<file path="config.mk">
export PLATFORM = sky130hd
export DESIGN_NAME = div_iter_param
export DESIGN_NICKNAME = d
export VERILOG_FILES = /design/src/rtl/div_iter_param_pkg.sv /design/src/rtl/div_iter_param_step.sv /design/src/rtl/div_iter_param.sv
export SDC_FILE = /design/constraint.sdc
export NUM_CORES = 1
export LEC_CHECK = 0
export ABC_AREA = 1
export CELL_PAD_IN_SITES_DETAIL_PLACEMENT = 1
export CELL_PAD_IN_SITES_GLOBAL_PLACEMENT = 1
export CORE_MARGIN = 2
export CORE_UTILIZATION = 45
export CTS_CLUSTER_DIAMETER = 150
export DETAILED_ROUTE_END_ITERATION = 7
export GPL_TIMING_DRIVEN = 0
export PLACE_DENSITY = 0.86
export SLEW_MARGIN = 5
export SYNTH_ARGS = -nofsm -noshare
export SYNTH_HDL_FRONTEND = slang
export SYNTH_SLANG_ARGS = --single-unit
</file>
<file path="constraint.sdc">
create_clock -name clock -period 9.3 [get_ports clock]
set_clock_uncertainty 0.05 [all_clocks]
set_input_delay 0.93 -clock clock [delete_from_list [all_inputs] [get_ports clock]]
set_output_delay 0.93 -clock clock [all_outputs]
set_load 0.005 [all_outputs]
</file>
<file path="src/rtl/div_iter_param_pkg.sv">
// Shared definitions for the iterative divider: FSM state encoding and default operand width.
package div_iter_param_pkg;

  localparam int DIV_WIDTH_DEF = 32;

  typedef enum logic [1:0] {
    ST_IDLE = 2'd0,
    ST_RUN  = 2'd1,
    ST_FIX  = 2'd2,
    ST_DONE = 2'd3
  } div_state_e;

endpackage

</file>
<file path="src/rtl/div_iter_param_step.sv">
// One combinational non-restoring division step on a {rem, quo} shift register.
module div_iter_param_step
  import div_iter_param_pkg::*;
#(
  parameter int WIDTH = DIV_WIDTH_DEF
) (
  input  logic [WIDTH:0]   rem_i,
  input  logic [WIDTH-1:0] quo_i,
  input  logic [WIDTH-1:0] divisor_i,
  output logic [WIDTH:0]   rem_o,
  output logic [WIDTH-1:0] quo_o
);

  logic [WIDTH:0] rem_sh;
  logic [WIDTH:0] dvs_ext;

  // The top bit of rem is dropped on the shift; the true partial remainder
  // always fits WIDTH+1 signed bits, so the modular add/sub lands correctly.
  always_comb begin
    rem_sh  = {rem_i[WIDTH-1:0], quo_i[WIDTH-1]};
    dvs_ext = {1'b0, divisor_i};
    rem_o   = rem_i[WIDTH] ? (rem_sh + dvs_ext) : (rem_sh - dvs_ext);
    quo_o   = {quo_i[WIDTH-2:0], ~rem_o[WIDTH]};
  end

endmodule

</file>
<file path="src/rtl/div_iter_param.sv">
// Iterative signed/unsigned divider: WIDTH+2 cycle latency, one-cycle fast path for exceptions.
module div_iter_param
  import div_iter_param_pkg::*;
#(
  parameter int WIDTH = DIV_WIDTH_DEF,
  parameter int CNT_W = 6
) (
  input  logic             clock,
  input  logic             reset,
  input  logic             ctrl_DIV,
  input  logic             is_signed,
  input  logic [WIDTH-1:0] A,
  input  logic [WIDTH-1:0] B,
  output logic [WIDTH-1:0] result,
  output logic [WIDTH-1:0] remainder,
  output logic             exception,
  output logic             ready,
  output logic             busy
);

  localparam logic [WIDTH-1:0] MIN_VAL  = {1'b1, {(WIDTH-1){1'b0}}};
  localparam logic [CNT_W-1:0] LAST_CNT = CNT_W'(WIDTH - 1);

  div_state_e       state_q, state_d;
  logic [CNT_W-1:0] cnt_q, cnt_d;
  logic [WIDTH:0]   rem_q, rem_d;
  logic [WIDTH-1:0] quo_q, quo_d;
  logic [WIDTH-1:0] dvs_q, dvs_d;
  logic             neg_quo_q, neg_quo_d;
  logic             neg_rem_q, neg_rem_d;
  logic [WIDTH-1:0] result_q, result_d;
  logic [WIDTH-1:0] remainder_q, remainder_d;
  logic             exception_q, exception_d;

  logic             a_neg, b_neg, div_zero, sgn_ovf;
  logic [WIDTH-1:0] abs_a, abs_b;
  logic [WIDTH:0]   step_rem, rem_adj;
  logic [WIDTH-1:0] step_quo, quo_fix, rem_fix;

  div_iter_param_step #(.WIDTH(WIDTH)) u_step (
    .rem_i     (rem_q),
    .quo_i     (quo_q),
    .divisor_i (dvs_q),
    .rem_o     (step_rem),
    .quo_o     (step_quo)
  );

  // Operand conditioning; |MIN| wraps to MIN, which reads correctly as unsigned.
  always_comb begin
    a_neg    = is_signed & A[WIDTH-1];
    b_neg    = is_signed & B[WIDTH-1];
    abs_a    = a_neg ? (~A + 1'b1) : A;
    abs_b    = b_neg ? (~B + 1'b1) : B;
    div_zero = (B == '0);
    sgn_ovf  = is_signed & (A == MIN_VAL) & (B == '1);
    rem_adj  = rem_q[WIDTH] ? (rem_q + {1'b0, dvs_q}) : rem_q;
    quo_fix  = neg_quo_q ? (~quo_q + 1'b1) : quo_q;
    rem_fix  = neg_rem_q ? (~rem_adj[WIDTH-1:0] + 1'b1) : rem_adj[WIDTH-1:0];
  end

  always_comb begin
    state_d     = state_q;
    cnt_d       = cnt_q;
    rem_d       = rem_q;
    quo_d       = quo_q;
    dvs_d       = dvs_q;
    neg_quo_d   = neg_quo_q;
    neg_rem_d   = neg_rem_q;
    result_d    = result_q;
    remainder_d = remainder_q;
    exception_d = exception_q;
    // A start strobe in any state aborts whatever is in flight.
    if (ctrl_DIV) begin
      if (div_zero || sgn_ovf) begin
        state_d     = ST_DONE;
        result_d    = div_zero ? '1 : MIN_VAL;
        remainder_d = div_zero ? A : '0;
        exception_d = 1'b1;
      end else begin
        state_d   = ST_RUN;
        cnt_d     = '0;
        rem_d     = '0;
        quo_d     = abs_a;
        dvs_d     = abs_b;
        neg_quo_d = a_neg ^ b_neg;
        neg_rem_d = a_neg;
      end
    end else begin
      case (state_q)
        ST_RUN: begin
          rem_d = step_rem;
          quo_d = step_quo;
          cnt_d = cnt_q + CNT_W'(1);
          if (cnt_q == LAST_CNT) state_d = ST_FIX;
        end
        ST_FIX: begin
          state_d     = ST_DONE;
          result_d    = quo_fix;
          remainder_d = rem_fix;
          exception_d = 1'b0;
        end
        ST_DONE: state_d = ST_IDLE;
        default: state_d = ST_IDLE;
      endcase
    end
  end

  always_ff @(posedge clock) begin
    if (reset) begin
      state_q     <= ST_IDLE;
      cnt_q       <= '0;
      rem_q       <= '0;
      quo_q       <= '0;
      dvs_q       <= '0;
      neg_quo_q   <= 1'b0;
      neg_rem_q   <= 1'b0;
      result_q    <= '0;
      remainder_q <= '0;
      exception_q <= 1'b0;
    end else begin
      state_q     <= state_d;
      cnt_q       <= cnt_d;
      rem_q       <= rem_d;
      quo_q       <= quo_d;
      dvs_q       <= dvs_d;
      neg_quo_q   <= neg_quo_d;
      neg_rem_q   <= neg_rem_d;
      result_q    <= result_d;
      remainder_q <= remainder_d;
      exception_q <= exception_d;
    end
  end

  assign result    = result_q;
  assign remainder = remainder_q;
  assign exception = exception_q;
  assign ready     = (state_q == ST_DONE);
  assign busy      = (state_q == ST_RUN) || (state_q == ST_FIX);

endmodule

</file>
==> impl_metrics.toml <==
[job]
cap_violations = 0

[floorplanning]
core.rowCount = 67
design.core.area_um2 = 33400
fp.dieW_um = 188
die_area_um2 = 35300
die_y_um = 188
start_util = 0.455
ioPinCount = 135

[timing]
worst_pin_slew_ns = 0.941
final_max_slew_viol_count = 0
timing.final.crit_share = 0.630
setup_viol = 0
finalHoldViolations = 0
rsz0062_at_grt = "false"
max_freq_ghz = 0.171
setup_tns_ns = 0
fin_crit_ns = 5.86
relSlewSlack = 0.373

[grt]
grt_overflow_total = 0
grt_max_degree = 19
grt_pass1_vias = 18999
grt_pass1_wl_um = 109000
track_usage = 0.402
antenna_found_initial = 1

[yosys]
netlist_area_um2 = 15200
synth_seq_cells = 172
synth_top_family_by_area = "simple AND/OR/NAND/NOR gates"
ys_warn_count = 0
yosys.area.top_type = "dfxtp_1"
ys.flop_type = "dfxtp_1"
syn_inst = 2544
synth.top_cell.area_share = 0.226
synth_xor_area_frac = 0.0472
syn_area_per_cell_um2 = 5.98
yosys.area_share.simple = 0.348
synth_edf_count = 0
synth_nets = 2687
async_reset_ff_frac = 0
synth_cell_types = 56
ys_seq_area_frac = 0.226
synthAdderAreaFrac = 0.0626
synth_compound_area_frac = 0.212
synth_mux_area_frac = 0
yosys-top-cells-area = "dfxtp_1 (23%), nand2_1 (15%), a21oi_1 (9.8%), o21ai_0 (7.3%), inv_1 (7.2%)"

[layout]
stdcell_area_um2 = 17700
nNetsFinal = 2838
multiInputGateArea_um2 = 10200
syn2layout_area_growth_pct = 16.3
n_fill_cell = 4714
drive_gt1_frac = 0.0554
seqCellArea_um2 = 3440

[detailed_routing]
vias = 18974
viasPerCell = 6.01
wl_um = 72100
firstDrtPassIters = 5
wl_per_cell_um = 22.8
route.detailed.drc = 0
drt_iter0_markers = 1672
detail-route-antenna-nets = 0

[clock_network]
cts.hold.buffers_added = 0
cts_setup_buffers = 0
clk_path_buf_depth = 2
clk_latency_ns = 0.47
cts_tree = "done"
htreeDepth = 4
cts_root_buf = "clkbuf_16"
clock-sinks = 172
cts_buffers = 17
ctsResizeCount = 0
clk_pin_slew_ns = 0.09

[placement]
place_congestion = 1.02
hpwl_um = 58200
io_buffers = 132
placed_area_um2 = 17100

[critical_path]
critical_path_class = "flip-flop to flip-flop"
cp_max_fo = 10
cp.required_ns = 9.66
reg2reg_depth = 22
reg2reg_slack_ns = 3.44
r2r-end = "quo_q[0]"
cp-start-kind = "flip-flop"
r2r-start = "rem_q[32]"
worst-endpoint-arrival_ns = 6.21
cp-end-kind = "flip-flop"

[min_path]
min_to = "quo_q[30]"
worstHoldStart = "quo_q[30]"
worst_hold_path_type = "flip-flop to flip-flop"
holdPathStages = 2

[power]
p_leak_nw = 8.19
peakVddDrop_mv = 0.147
power.density_nw_per_um2 = 148

[status]
status = "finished, final reports clean"
through the flow:
step	power (W)	instances	setup WS [ns]	hold slack [ns]	utilization
floorplan	0.00146	2544	5.56	0.390	-
global placement	0.00178	3124	3.84	0.402	0.511
detailed placement	0.00182	3124	3.67	0.418	0.511
CTS	0.00258	3156	3.64	0.429	0.529
global route	0.00272	3156	3.18	0.456	0.529
finish	0.00262	3157	3.44	0.429	0.529
where the power goes:
group | switching, W | total (W) | internal (W) | leakage [nW]
Sequential | 0.0000873 | 0.000878 | 0.000791 | 1.42
Clock | 0.000390 | 0.000775 | 0.000385 | 0.293
Combinational | 0.000638 | 0.000964 | 0.000325 | 6.48
Total | 0.00112 | 0.00262 | 0.00150 | 8.19
state kept, by name (all words and copies together) (netlist names):
name,cells
cnt_q,6
rem_q,33
dvs_q,32
exception,1
quo_q,32
neg_rem_q,1
state_q,2
remainder,32
neg_quo_q,1
result,32
cells by family after synthesis:
kind of cell | Yosys count
XOR/XNOR | 82
buffers and inverters | 404
AO/OA/AOI/OAI | 612
adder cells (fa/ha/maj) | 75
flip-flops | 172
AND/OR/NAND/NOR | 1199
routing by layer:
metal	vias to the layer above	GRT usage	routed length [µm]
met5	-	0	0
met4	0	0.159	2670
met3	193	0.0696	6870
met2	922	0.647	32000
met1	9147	0.534	30500
li1	8712	-	-
Yosys cell counts (3+ instances only):
library cell,number
a21o_1,7
a21oi_1,298
a21oi_2,3
a221oi_1,3
a31oi_1,25
and2_1,6
buf_1,10
buf_2,23
clkbuf_1,61
clkinv_1,3
dfxtp_1,172
ha_1,73
inv_1,293
inv_2,9
nand2_1,612
nand2_2,11
nand3_1,207
nand3_2,7
nand3b_1,9
nand4_1,31
nor2_1,215
nor2_2,6
nor2_4,4
nor3_1,26
nor3_2,13
nor4_1,10
o211ai_1,8
o21a_1,8
o21ai_0,223
o21ai_1,17
o22ai_1,4
o31ai_1,4
or2_0,5
or2_2,29
xnor2_1,25
xor2_1,57
layout make-up:
cell class	count	share of cell area
Antenna cell	1	0.000141
Buffer	98	0.0242
Clock buffer	17	0.0240
Clock inverter	15	0.00989
Inverter	306	0.0653
Multi-Input combinational cell	1968	0.576
Sequential cell	172	0.194
Tap cell	448	0.0317
Timing Repair Buffer	132	0.0746
cell usage in the layout (no fill, tap or decap), drive strengths merged, types with 31 or more instances in the layout:
cell,n
clkdlybuf4s50,132
ha,73
nand3,215
nor2,226
dfxtp,172
clkbuf,78
xor2,57
buf,37
inv,310
nor3,39
a21oi,301
nand4,31
nand2,625
or2,34
o21ai,242
worst max path at each step:
stage / start / to / slack, ns / cells past startpoint
after floorplan: rem_q[32] / rem_q[32] / 5.56 / 22
after global placement: rem_q[32] / quo_q[0] / 3.84 / 22
after detailed placement: rem_q[32] / quo_q[0] / 3.67 / 22
after CTS: rem_q[32] / quo_q[0] / 3.64 / 22
after global routing: rem_q[32] / quo_q[0] / 3.18 / 22
final: rem_q[32] / quo_q[0] / 3.44 / 22
critical path: stages, from the launching register on:
cell      delay (ns)
dfxtp_1         0.37
buf_6           0.19
buf_2           0.25
buf_1           0.50
clkbuf_1        0.52
clkbuf_1        0.48
nand2_1         0.09
o21ai_0         0.13
inv_1           0.10
fa_1            0.40
inv_1           0.11
nand3_1         0.09
nand2_1         0.12
nand2_1         0.07
a21oi_1         0.45
a31oi_1         0.29
o21ai_1         0.39
a21boi_0        0.24
o21ai_1         0.40
inv_1           0.10
nand2_1         0.09
nand3_1         0.14
a21oi_1         0.18
Note: power is estimated with default switching activity, not from simulation.
